===== config.mk =====
export PLATFORM = sky130hd
export DESIGN_NAME = pipe_stage_reg_flat
export DESIGN_NICKNAME = d
export VERILOG_FILES = /design/src/rtl/pipe_pkg.sv /design/src/rtl/pipe_stage_reg_if.sv /design/src/rtl/pipe_data_reg.sv /design/src/rtl/pipe_stage_reg.sv /design/src/flat_wrapper.sv
export SDC_FILE = /design/constraint.sdc
export NUM_CORES = 1
export LEC_CHECK = 0
export ABC_AREA = 1
export CAP_MARGIN = 20
export CORE_MARGIN = 2
export CORE_UTILIZATION = 46
export CTS_BUF_LIST = sky130_fd_sc_hd__clkbuf_4 sky130_fd_sc_hd__clkbuf_8
export DETAILED_ROUTE_END_ITERATION = 8
export GPL_TIMING_DRIVEN = 0
export PLACE_DENSITY = 0.78
export REMOVE_ABC_BUFFERS = 1
export SKIP_LAST_GASP = 1
export SYNTH_ARGS = -nofsm -noshare
export SYNTH_HDL_FRONTEND = slang
export SYNTH_SLANG_ARGS = --single-unit

===== constraint.sdc =====
create_clock -name clk -period 2.4 [get_ports clk]
set_clock_uncertainty 0.2 [all_clocks]
set_input_delay 0.48 -clock clk [delete_from_list [all_inputs] [get_ports clk]]
set_output_delay 0.48 -clock clk [all_outputs]
set_load 0.005 [all_outputs]

===== src/rtl/pipe_pkg.sv =====
// pipe_pkg: shared state encoding and occupancy constants for pipeline stage registers
package pipe_pkg;
  typedef enum logic [1:0] {ST_EMPTY, ST_FULL, ST_SKID} stage_state_e;
  localparam logic [1:0] OCC_EMPTY = 2'd0;
  localparam logic [1:0] OCC_ONE   = 2'd1;
  localparam logic [1:0] OCC_TWO   = 2'd2;
  function automatic logic [1:0] occ_of(stage_state_e s);
    return s == ST_SKID ? OCC_TWO : s == ST_FULL ? OCC_ONE : OCC_EMPTY;
  endfunction
endpackage


===== src/rtl/pipe_stage_reg_if.sv =====
// pipe_stage_reg_if: upstream/downstream valid-ready bus plus flush and occupancy of one stage
interface pipe_stage_reg_if #(parameter int WIDTH = 32);
  logic             flush;
  logic             in_valid;
  logic             in_ready;
  logic [WIDTH-1:0] in_data;
  logic             out_valid;
  logic             out_ready;
  logic [WIDTH-1:0] out_data;
  logic [1:0]       occupancy;
  modport master (output flush, in_valid, in_data, out_ready,
                  input  in_ready, out_valid, out_data, occupancy);
  modport slave  (input  flush, in_valid, in_data, out_ready,
                  output in_ready, out_valid, out_data, occupancy);
endinterface


===== src/rtl/pipe_data_reg.sv =====
// pipe_data_reg: payload register with load enable and async reset to RESET_VAL
module pipe_data_reg #(
  parameter int               WIDTH     = 32,
  parameter logic [WIDTH-1:0] RESET_VAL = '0
) (
  input  logic             clk,
  input  logic             reset,
  input  logic             en,
  input  logic [WIDTH-1:0] d,
  output logic [WIDTH-1:0] q
);
  always_ff @(posedge clk or posedge reset)
    if (reset) q <= RESET_VAL;
    else if (en) q <= d;
endmodule


===== src/rtl/pipe_stage_reg.sv =====
// pipe_stage_reg: valid/ready pipeline stage with optional skid buffer and flush
module pipe_stage_reg
  import pipe_pkg::*;
#(
  parameter int               WIDTH     = 32,
  parameter logic [WIDTH-1:0] RESET_VAL = '0,
  parameter bit               SKID      = 1'b1
) (
  input logic             clk,
  input logic             reset,
  pipe_stage_reg_if.slave bus
);
  stage_state_e     state_q, state_d;
  logic             ready_q, ready_d;
  logic             accept, emit, main_en, skid_en;
  logic [WIDTH-1:0] main_d, main_q, skid_q;

  // ready_q mirrors state_d != ST_SKID so in_ready leaves a flop directly
  assign bus.in_ready  = SKID ? ready_q : (state_q == ST_EMPTY) | bus.out_ready;
  assign bus.out_valid = state_q != ST_EMPTY;
  assign bus.out_data  = main_q;
  assign bus.occupancy = occ_of(state_q);

  always_ff @(posedge clk or posedge reset)
    if (reset) begin
      state_q <= ST_EMPTY;
      ready_q <= 1'b1;
    end else begin
      state_q <= state_d;
      ready_q <= ready_d;
    end

  always_comb begin
    accept  = bus.in_valid & bus.in_ready;
    emit    = bus.out_valid & bus.out_ready;
    state_d = bus.flush ? ST_EMPTY :
              state_q == ST_SKID ? (emit ? ST_FULL : ST_SKID) :
              accept ? ((state_q == ST_FULL && !emit && SKID) ? ST_SKID : ST_FULL) :
              emit ? ST_EMPTY : state_q;
    ready_d = state_d != ST_SKID;
    main_d  = state_q == ST_SKID ? skid_q : bus.in_data;
    main_en = !bus.flush && (state_q == ST_SKID ? emit : accept && (state_q == ST_EMPTY || emit));
    skid_en = !bus.flush && SKID && state_q == ST_FULL && accept && !emit;
  end

  pipe_data_reg #(.WIDTH(WIDTH), .RESET_VAL(RESET_VAL)) u_main (
    .clk(clk), .reset(reset), .en(main_en), .d(main_d), .q(main_q)
  );

  if (SKID) begin : g_skid
    pipe_data_reg #(.WIDTH(WIDTH), .RESET_VAL(RESET_VAL)) u_skid (
      .clk(clk), .reset(reset), .en(skid_en), .d(bus.in_data), .q(skid_q)
    );
  end else begin : g_noskid
    assign skid_q = RESET_VAL;
  end
endmodule


===== src/flat_wrapper.sv =====
// flat-port wrapper written by rule: the top's interface ports become plain ports
module pipe_stage_reg_flat import pipe_pkg::*;
#(
  parameter int               WIDTH     = 32,
  parameter logic [WIDTH-1:0] RESET_VAL = '0,
  parameter bit               SKID      = 1'b1
)
  (clk, reset, bus_flush, bus_in_valid, bus_in_data, bus_out_ready, bus_in_ready, bus_out_valid, bus_out_data, bus_occupancy);
  pipe_stage_reg_if #(.WIDTH(WIDTH)) bus_i ();
  input logic clk;
  input logic reset;
  input wire logic [$bits(bus_i.flush)-1:0] bus_flush;
  input wire logic [$bits(bus_i.in_valid)-1:0] bus_in_valid;
  input wire logic [$bits(bus_i.in_data)-1:0] bus_in_data;
  input wire logic [$bits(bus_i.out_ready)-1:0] bus_out_ready;
  output wire logic [$bits(bus_i.in_ready)-1:0] bus_in_ready;
  output wire logic [$bits(bus_i.out_valid)-1:0] bus_out_valid;
  output wire logic [$bits(bus_i.out_data)-1:0] bus_out_data;
  output wire logic [$bits(bus_i.occupancy)-1:0] bus_occupancy;
  assign bus_i.flush = bus_flush;
  assign bus_i.in_valid = bus_in_valid;
  assign bus_i.in_data = bus_in_data;
  assign bus_i.out_ready = bus_out_ready;
  assign bus_in_ready = bus_i.in_ready;
  assign bus_out_valid = bus_i.out_valid;
  assign bus_out_data = bus_i.out_data;
  assign bus_occupancy = bus_i.occupancy;
  pipe_stage_reg #(.WIDTH(WIDTH), .RESET_VAL(RESET_VAL), .SKID(SKID)) u_core (.clk(clk), .reset(reset), .bus(bus_i));
endmodule

==> impl_metrics.json, run 1 <==
{
  "overflow": 0,
  "drtPass1Iterations": 5,
  "worstHoldPathType": "reg2reg",
  "cp-end-kind": "output port",
  "drtIter0Drc": 173,
  "rsz0062_at_grt": "no",
  "viasPerCell": 5.30,
  "crit_fanout": 17,
  "syn_avg_cell_area_um2": 7.58,
  "path_buf_inv": 3,
  "r2r_cells": 9,
  "yosysSeqAreaShare_pct": 54.1,
  "clkTransAtPathRegs_ns": 0.08,
  "period_share_pct": 97.1,
  "synth-main-ff-cell": "dfrtp_1",
  "ctsHoldBuffers": 0,
  "clock_path_buffers": 2,
  "crit_chain": "inv_4 -> nand2_8 -> clkinv_16 -> clkdlybuf4s50_1",
  "ys_seq_elements": 67,
  "ys_types": 17,
  "grt_start_max_net_pins": 68,
  "setup-violations-final": 0,
  "cts_tree": "done",
  "peakVddDrop_mv": 0.447,
  "synth_top_area_share_pct": 53.2,
  "dieArea_um2": 7420,
  "outcome": "finished clean",
  "worstSetupPathType": "reg2out",
  "cp_num_cells": 4,
  "start_kind": "register",
  "nets": 513,
  "critPathCapture": "bus_occupancy[1]",
  "drv_slew": 0,
  "place_hpwl_mm": 4.50,
  "die_x_um": 86.1,
  "yosys.area.top_type": "dfrtp_1",
  "hold_start": "u_core.u_main.q[22]$_DFFE_PP0P_",
  "grt_pass1_vias": 2859,
  "worstPathRequired_ns": 1.72,
  "root_buffer": "clkbuf_8",
  "p_per_area_nw_per_um2": 789,
  "wl_mm": 8.21,
  "io_buffers": 72,
  "ys.warnings.count": 0,
  "total_power_mw": 3.28,
  "synth.top_cells.by_count": "nand2_1, nand3_1, dfrtp_1",
  "boundaryPins": 73,
  "core_area_um2": 6420,
  "cap_violations": 0,
  "antenna_found_initial": 0,
  "fillCellCount": 552,
  "slew_headroom_pct": 36.9,
  "grt_pass1_wl_mm": 12.9,
  "critPathLaunch": "u_core.state_q[0]$_DFF_PP0_",
  "die_h_um": 86.1,
  "cts_sinks": 67,
  "num_antenna_cells": 0,
  "track_usage_pct": 22.0,
  "synth-edff-count": 0,
  "p_leak_nw": 2.17,
  "crit_slowest_cell": "clkdlybuf4s50_1",
  "r2r-end": "u_core.u_main.q[6]$_DFFE_PP0P_",
  "wl_met1_mm": 3.46,
  "slowest_delay_ns": 0.50,
  "max_freq_ghz": 0.429,
  "numCtsBuffers": 9,
  "drcViolationCount": 0,
  "h-tree-depth": 3,
  "cp_top_family": "buffers and inverters",
  "num_vias": 2958,
  "drive_gt1_share_pct": 7.69,
  "syn_to_final_growth_pct": 33.8,
  "hold_viol_final": 0,
  "routed-wl-met3_um": 626,
  "yosysMostFrequentCell": "nand2_1",
  "worst_pin_slew_ns": 0.947,
  "num_rows": 29,
  "period_minus_slack_ns": 2.33,
  "netlist_top_cells_area": "dfrtp_1, nand2_1, nand3_1, buf_2, buf_6",
  "top_layer_used": "met4",
  "hold_ws_ns": 0.270,
  "start_util_pct": 48.3,
  "detail-route-antenna-nets": 0,
  "regToRegSetupSlack_ns": 0.25,
  "arrival_ns": 1.65,
  "async_flop_share_pct": 100,
  "wl_per_cell_um": 14.7,
  "met2_length_mm": 3.99,
  "synth.cell_area_um2": 3100,
  "gp_congestion": 0.726,
  "r2r_start": "u_core.state_q[0]$_DFF_PP0_",
  "synthCells": 409,
  "clock_latency_ns": 0.34
}
cell type report:
type | instances | area (um^2) | share of cell area (%)
flip-flops and latches | 67 | 1680 | 40.5
multi-input cells | 310 | 1320 | 31.7
repair buffers | 77 | 778 | 18.7
clock buffers | 11 | 145 | 3.50
well taps | 77 | 96.3 | 2.32
inverters | 10 | 72.6 | 1.75
clock inverters | 5 | 52.6 | 1.27
repair inverters | 1 | 11.3 | 0.271
cells by family after synthesis:
logic type      share of synthesized area, %
buf+inv                                 5.41
flops                                   54.1
compound gates                         0.322
simple gates                            40.2
flip-flops by register name, summed over array words and instances, names as in the netlist:
signal                  count
u_core.state_q              2
u_core.bus.in_ready         1
u_core.g_skid.u_skid.q     32
u_core.u_main.q            32
layer usage:
layer / track usage, % / vias to the layer above
met4: 10.4 / 0
met3: 4.43 / 17
met1: 28.6 / 1410
met2: 35.4 / 120
met5: 0 / -
li1: - / 1411
worst min-delay path by stage:
stage                     slack (ns)  cells past startpoint                               endpoint
final                           0.27                      2        u_core.u_main.q[22]$_DFFE_PP0P_
after global routing            0.29                      2        u_core.u_main.q[11]$_DFFE_PP0P_
after CTS                       0.27                      2        u_core.u_main.q[16]$_DFFE_PP0P_
after detailed placement        0.26                      2        u_core.u_main.q[22]$_DFFE_PP0P_
after global placement          0.25                      2        u_core.u_main.q[21]$_DFFE_PP0P_
after floorplan                 0.25                      2  u_core.g_skid.u_skid.q[0]$_DFFE_PP0P_
report_power, final:
part           total, mW  leakage (nW)  switching (mW)  internal [mW]
combinational      0.773          1.23           0.369          0.405
clock              0.953         0.103           0.438          0.515
sequential          1.55         0.837           0.149           1.40
metrics by stage:
step | worst slack (ns) | setup TNS, ns | cell area (um^2) | utilization (%) | instances
after floorplan | -0.509 | -16.27 | 2970 | - | 385
after global placement | -2.28 | -190.61 | 3790 | 59.0 | 534
after detailed placement | -1.20 | -56.86 | 3820 | 59.4 | 535
after CTS | -0.323 | -9.43 | 4060 | 63.2 | 553
after global routing | 0.0136 | 0 | 4150 | 64.6 | 558
final | 0.0698 | 0 | 4150 | 64.6 | 558
tightest hold or removal path, delay by kind of cell (launching register included):
family / cells / cell delay, ns
and+or+nand+nor: 2 / 0.09
DFF: 1 / 0.35
cell usage in the layout (no fill, tap or decap), types with 2 or more instances in the layout:
master           count
inv_1                4
clkbuf_8            10
nand3_1             68
dfrtp_1             64
dfrtp_2              2
buf_4                3
clkdlybuf4s50_1     72
nand2_1            232
clkinv_2             4
inv_4                3
nand2_8              2
repair_timing:
item,4_1_cts,5_1_grt
resized for setup,5,12
setup buffers,2,2
setup endpoints to repair,66,33
pin swaps,1,2
cloned,0,3
No activity file was read; power rests on OpenSTA's default activity.
==> run 2: changes to the inputs <==
--- a/config.mk
+++ b/config.mk
@@ -6,7 +6,7 @@
 export NUM_CORES = 1
 export LEC_CHECK = 0
 export ABC_AREA = 1
-export CAP_MARGIN = 20
+export CAP_MARGIN = 5
 export CORE_MARGIN = 2
 export CORE_UTILIZATION = 46
 export CTS_BUF_LIST = sky130_fd_sc_hd__clkbuf_4 sky130_fd_sc_hd__clkbuf_8
==> results of run 2 <==
Final layout, timing and power as in run 1 (identical DEF).
==> run 3: changes to the inputs <==
--- a/config.mk
+++ b/config.mk
@@ -6,13 +6,11 @@
 export NUM_CORES = 1
 export LEC_CHECK = 0
 export ABC_AREA = 1
-export CAP_MARGIN = 5
+export CAP_MARGIN = 10
 export CORE_MARGIN = 2
-export CORE_UTILIZATION = 46
+export CORE_UTILIZATION = 36
 export CTS_BUF_LIST = sky130_fd_sc_hd__clkbuf_4 sky130_fd_sc_hd__clkbuf_8
 export DETAILED_ROUTE_END_ITERATION = 8
-export GPL_TIMING_DRIVEN = 0
-export PLACE_DENSITY = 0.78
 export REMOVE_ABC_BUFFERS = 1
 export SKIP_LAST_GASP = 1
 export SYNTH_ARGS = -nofsm -noshare
==> run 3 against run 2 <==
  * Critical path depth is 1 lower
  * Combinational power decreased by 2%
  * Die area rose by 26%
  * Hold slack improved by 0.00059 ns
  * Non-clock buffer count is 6 higher
  * Core utilization down 14 points
  * Largest power group unchanged
  * Highest routed layer unchanged
==> impl_metrics.json, run 3 (synthesis results as in run 1) <==
{
  "peakVddDrop_mv": 0.282,
  "dp_cells": 573,
  "mostFrequentLayoutCell": "nand2_1",
  "crit_fanout": 3,
  "h-tree-depth": 3,
  "detail-route-antenna-nets": 0,
  "finalInstanceArea_um2": 4160,
  "rsz0062_at_grt": "no",
  "max_freq_ghz": 0.456,
  "setup_slack_ns": 0.208,
  "num_antenna_cells": 0,
  "drtPass1Iterations": 5,
  "dieArea_um2": 9370,
  "ctsHoldBuffers": 0,
  "cts_tree": "done",
  "track_usage_pct": 17.2,
  "layout_common_cells": "nand2_1, clkdlybuf4s50_1, nand3_1",
  "setup-violations-final": 0,
  "p_per_area_nw_per_um2": 785,
  "slew_headroom_pct": 74.1,
  "drive_gt1_share_pct": 7.64,
  "die_h_um": 96.8,
  "grt_pass1_vias": 2733,
  "cap_violations": 0,
  "antenna_found_initial": 0,
  "place_hpwl_mm": 4.79,
  "wl_mm": 7.65,
  "period_minus_slack_ns": 2.19,
  "utilization_pct": 50.2,
  "worstSetupPathType": "reg2out",
  "grt_pass1_wl_mm": 13.2,
  "drcViolationCount": 0,
  "num_rows": 33,
  "outcome": "finished clean",
  "io_buffers": 72,
  "cp-end-kind": "output port",
  "fillCellCount": 849,
  "start_util_pct": 37.4,
  "regToRegSetupSlack_ns": 0.43,
  "hold_viol_final": 0,
  "num_vias": 2802,
  "syn_to_final_growth_pct": 34.2,
  "layout.cells.non_filler": 589,
  "top_regs": "u_core.g_skid.u_skid.q (32), u_core.u_main.q (32), u_core.state_q (2)",
  "clkTransAtPathRegs_ns": 0.07,
  "p_leak_nw": 2.19,
  "total_power_mw": 3.27,
  "post_cts_resize_count": 0,
  "placed_cell_area_um2": 3960,
  "worstPathRequired_ns": 1.72,
  "gp_congestion": 0.791,
  "grt_start_max_net_pins": 68,
  "clock_path_buffers": 2,
  "worstHoldPathType": "reg2reg",
  "viasPerCell": 4.76,
  "arrival_ns": 1.51,
  "clock_latency_ns": 0.33,
  "period_share_pct": 91.3,
  "die_x_um": 96.8,
  "boundaryPins": 73,
  "nets": 516,
  "worst_pin_slew_ns": 0.388,
  "post-place-ws_ns": 0.295,
  "cts_sinks": 67,
  "root_buffer": "clkbuf_8",
  "overflow": 0,
  "numCtsBuffers": 9,
  "drv_slew": 0,
  "wl_per_cell_um": 13.0,
  "drtIter0Drc": 181,
  "core_area_um2": 8300,
  "postCtsSetupBuffers": 0,
  "start_kind": "register"
}
==> run 3: cell types whose count changed in the layout (fill, tap and decap cells not counted), moves of 2 or more <==
| cell | change |
|---|---|
| buf_4 | +5 |
| inv_2 | +4 |
| inv_4 | -3 |
| buf_12 | +2 |
| clkinv_2 | -2 |
| dfrtp_1 | +2 |
| dfrtp_2 | -2 |
| nand2_2 | +2 |
| nand2_8 | -2 |
==> run 3: per-layer routing <==
layer / track usage (%) / wire, um / vias to the layer above
li1: - / - / 1416
met1: 23.7 / 3500 / 1291
met2: 27.6 / 3640 / 90
met3: 3.03 / 453 / 5
met4: 5.74 / 53 / 0
met5: 0 / 0 / -
==> run 3: metrics by stage <==
step                      TNS, ns  hold WS, ns
final                           0        0.270
after CTS                       0        0.277
after global routing            0        0.290
after floorplan            -16.27        0.249
after global placement          0        0.257
after detailed placement        0        0.259
==> run 3: path summary, 6_finish.rpt <==
check | from | end | cells after the start
max | u_core.state_q[0]$_DFF_PP0_ | bus_occupancy[0] | 3
min | u_core.u_main.q[4]$_DFFE_PP0P_ | u_core.u_main.q[4]$_DFFE_PP0P_ | 2
max reg2reg | u_core.state_q[0]$_DFF_PP0_ | u_core.u_main.q[17]$_DFFE_PP0P_ | 10
min reg2reg | u_core.u_main.q[4]$_DFFE_PP0P_ | u_core.u_main.q[4]$_DFFE_PP0P_ | 2
max in group asynchronous | reset | u_core.g_skid.u_skid.q[6]$_DFFE_PP0P_ | 3
min in group asynchronous | reset | u_core.state_q[1]$_DFF_PP0_ | 3
==> run 3: layout make-up <==
type | instances | area (um^2) | share of cell area (%)
clock buffer | 12 | 159 | 3.82
clock inverter | 4 | 48.8 | 1.17
inverter | 10 | 37.5 | 0.902
multi-input combinational | 308 | 1270 | 30.4
sequential | 67 | 1680 | 40.3
tap | 105 | 131 | 3.16
timing repair buffer | 83 | 841 | 20.2
==> run 3: where the power goes <==
group,internal [mW],switching [mW]
sequential,1.40,0.149
clock,0.547,0.414
combinational,0.415,0.343
==> run 3: worst max-delay path, cell delays in order, from the launching register on <==
cell	delay (ns)
dfrtp_1	0.43
inv_2	0.08
nor2_2	0.14
clkdlybuf4s50_1	0.53
==> RTL change (config.mk and constraints of run 3) <==
`WIDTH` is set to 32 in 4 places; all go to 24.
--- a/src/rtl/pipe_stage_reg_if.sv
+++ b/src/rtl/pipe_stage_reg_if.sv
@@ -1,4 +1,4 @@
 // pipe_stage_reg_if: upstream/downstream valid-ready bus plus flush and occupancy of one stage
-interface pipe_stage_reg_if #(parameter int WIDTH = 32);
+interface pipe_stage_reg_if #(parameter int WIDTH = 24);
   logic             flush;
   logic             in_valid;
--- a/src/rtl/pipe_data_reg.sv
+++ b/src/rtl/pipe_data_reg.sv
@@ -1,5 +1,5 @@
 // pipe_data_reg: payload register with load enable and async reset to RESET_VAL
 module pipe_data_reg #(
-  parameter int               WIDTH     = 32,
+  parameter int               WIDTH     = 24,
   parameter logic [WIDTH-1:0] RESET_VAL = '0
 ) (
--- a/src/rtl/pipe_stage_reg.sv
+++ b/src/rtl/pipe_stage_reg.sv
@@ -3,5 +3,5 @@
   import pipe_pkg::*;
 #(
-  parameter int               WIDTH     = 32,
+  parameter int               WIDTH     = 24,
   parameter logic [WIDTH-1:0] RESET_VAL = '0,
   parameter bit               SKID      = 1'b1
--- a/src/flat_wrapper.sv
+++ b/src/flat_wrapper.sv
@@ -2,5 +2,5 @@
 module pipe_stage_reg_flat import pipe_pkg::*;
 #(
-  parameter int               WIDTH     = 32,
+  parameter int               WIDTH     = 24,
   parameter logic [WIDTH-1:0] RESET_VAL = '0,
   parameter bit               SKID      = 1'b1
Ports: changed (resized bus_in_data and bus_out_data); port bits go from 73 to 57. The function was not compared with the original's and may differ.
==> RTL change against run 3 <==
  * Sequential share of layout area grew 1.4 points
  * Die area shrank 24%
  * Worst setup slack gained 0.047 ns
  * Global-route usage shrank 2.0 points
  * Sequential cell count shrank 16
  * Critical path depth is the same
  * Synthesized area shrank 25%
  * Power shrank 30%
  * Routed wire length shrank 34%
  * Cell area shrank 26%
  * Critical endpoint is now bus_occupancy[1]
  * Largest cell class unchanged
  * Highest routed layer unchanged
==> RTL change: results <==
metrics = {
    "cells_and_area": {
        "ratio_of_cells_with_drive_above_1_in_the_final_layout": 0.0636,
        "nFillCells": 657,
        "final_net_count": 374,
        "post_layout_nonfiller_instances": 423,
    },
    "hold_path": {
        "min_to": "u_core.u_main.q[11]",
        "worstHoldStart": "u_core.u_main.q[11]",
    },
    "timing": {
        "slew_at_the_pin_closest_to_its_max_slew_limit_ns": 0.483,
    },
    "synth": {
        "synth.cells.most_frequent": "sky130_fd_sc_hd__nand2_1, sky130_fd_sc_hd__dfrtp_1, sky130_fd_sc_hd__o21ai_0",
        "synth.top_cells.by_area": "sky130_fd_sc_hd__dfrtp_1, sky130_fd_sc_hd__nand2_1, sky130_fd_sc_hd__o21ai_0, sky130_fd_sc_hd__nand3_1, sky130_fd_sc_hd__inv_1",
        "ys_types": 16,
        "seq_total_area_yosys": 0.546,
    },
    "pwr": {
        "power.switching_fraction": 0.286,
        "total_leakage_power_nw": 1.50,
        "seqPwrFrac": 0.518,
        "comb_power_mw": 0.609,
    },
    "place": {
        "port-buffer-count": 56,
        "dp_hpwl_um": 3400,
        "gp_routability_congestion": 0.784,
    },
    "clocking": {
        "cts.reportedPaths.clkPinSlew_ns": 0.09,
        "htree_num_levels": 2,
    },
    "route": {
        "avgViaCountPerCell": 4.66,
        "route.final.wire_length_um": 5070,
    },
    "run_status": {
        "run_status": "complete, no violations",
    },
    "worst_setup_path": {
        "cp-endpoint": "bus_occupancy[1]",
        "cp.arrival_ns": 1.46,
    },
    "global_routing": {
        "grt_pass1_vias": 1941,
    },
}
RTL change: cell count changes after synthesis, sizes merged:
cell,run 3,this run
buf,17,9
clkinv,1,0
dfrtp,66,50
o21ai,1,48
inv,9,31
nor2,2,6
nand2,234,109
a31oi,0,1
and2,1,0
nand4,1,0
nand3,68,27
RTL change: cell type report:
cell class              count  area [um2]  area share
clock buffers               6        76.3      0.0249
repair buffers             64         646       0.211
inverters                  31         116      0.0379
flip-flops and latches     51        1280       0.417
multi-input cells         192         842       0.275
clock inverters             2        12.5     0.00408
well taps                  77        96.3      0.0314
RTL change: cells by family (layout without fill, tap and decap cells):
family / count (synthesis) / after routing
simple gates: 142 / 142
flops: 51 / 51
compound gates: 50 / 50
buf+inv: 47 / 103
RTL change: tightest hold or removal path: cells and delay by family (launching register included):
family           cells  cell delay [ns]
DFF                  1             0.35
and+or+nand+nor      2             0.10
RTL change: layer usage:
metal  vias up  wire length, um
met3         2              293
met5         -                0
li1       1015                -
met1       901             2370
met4         0               27
met2        52             2380
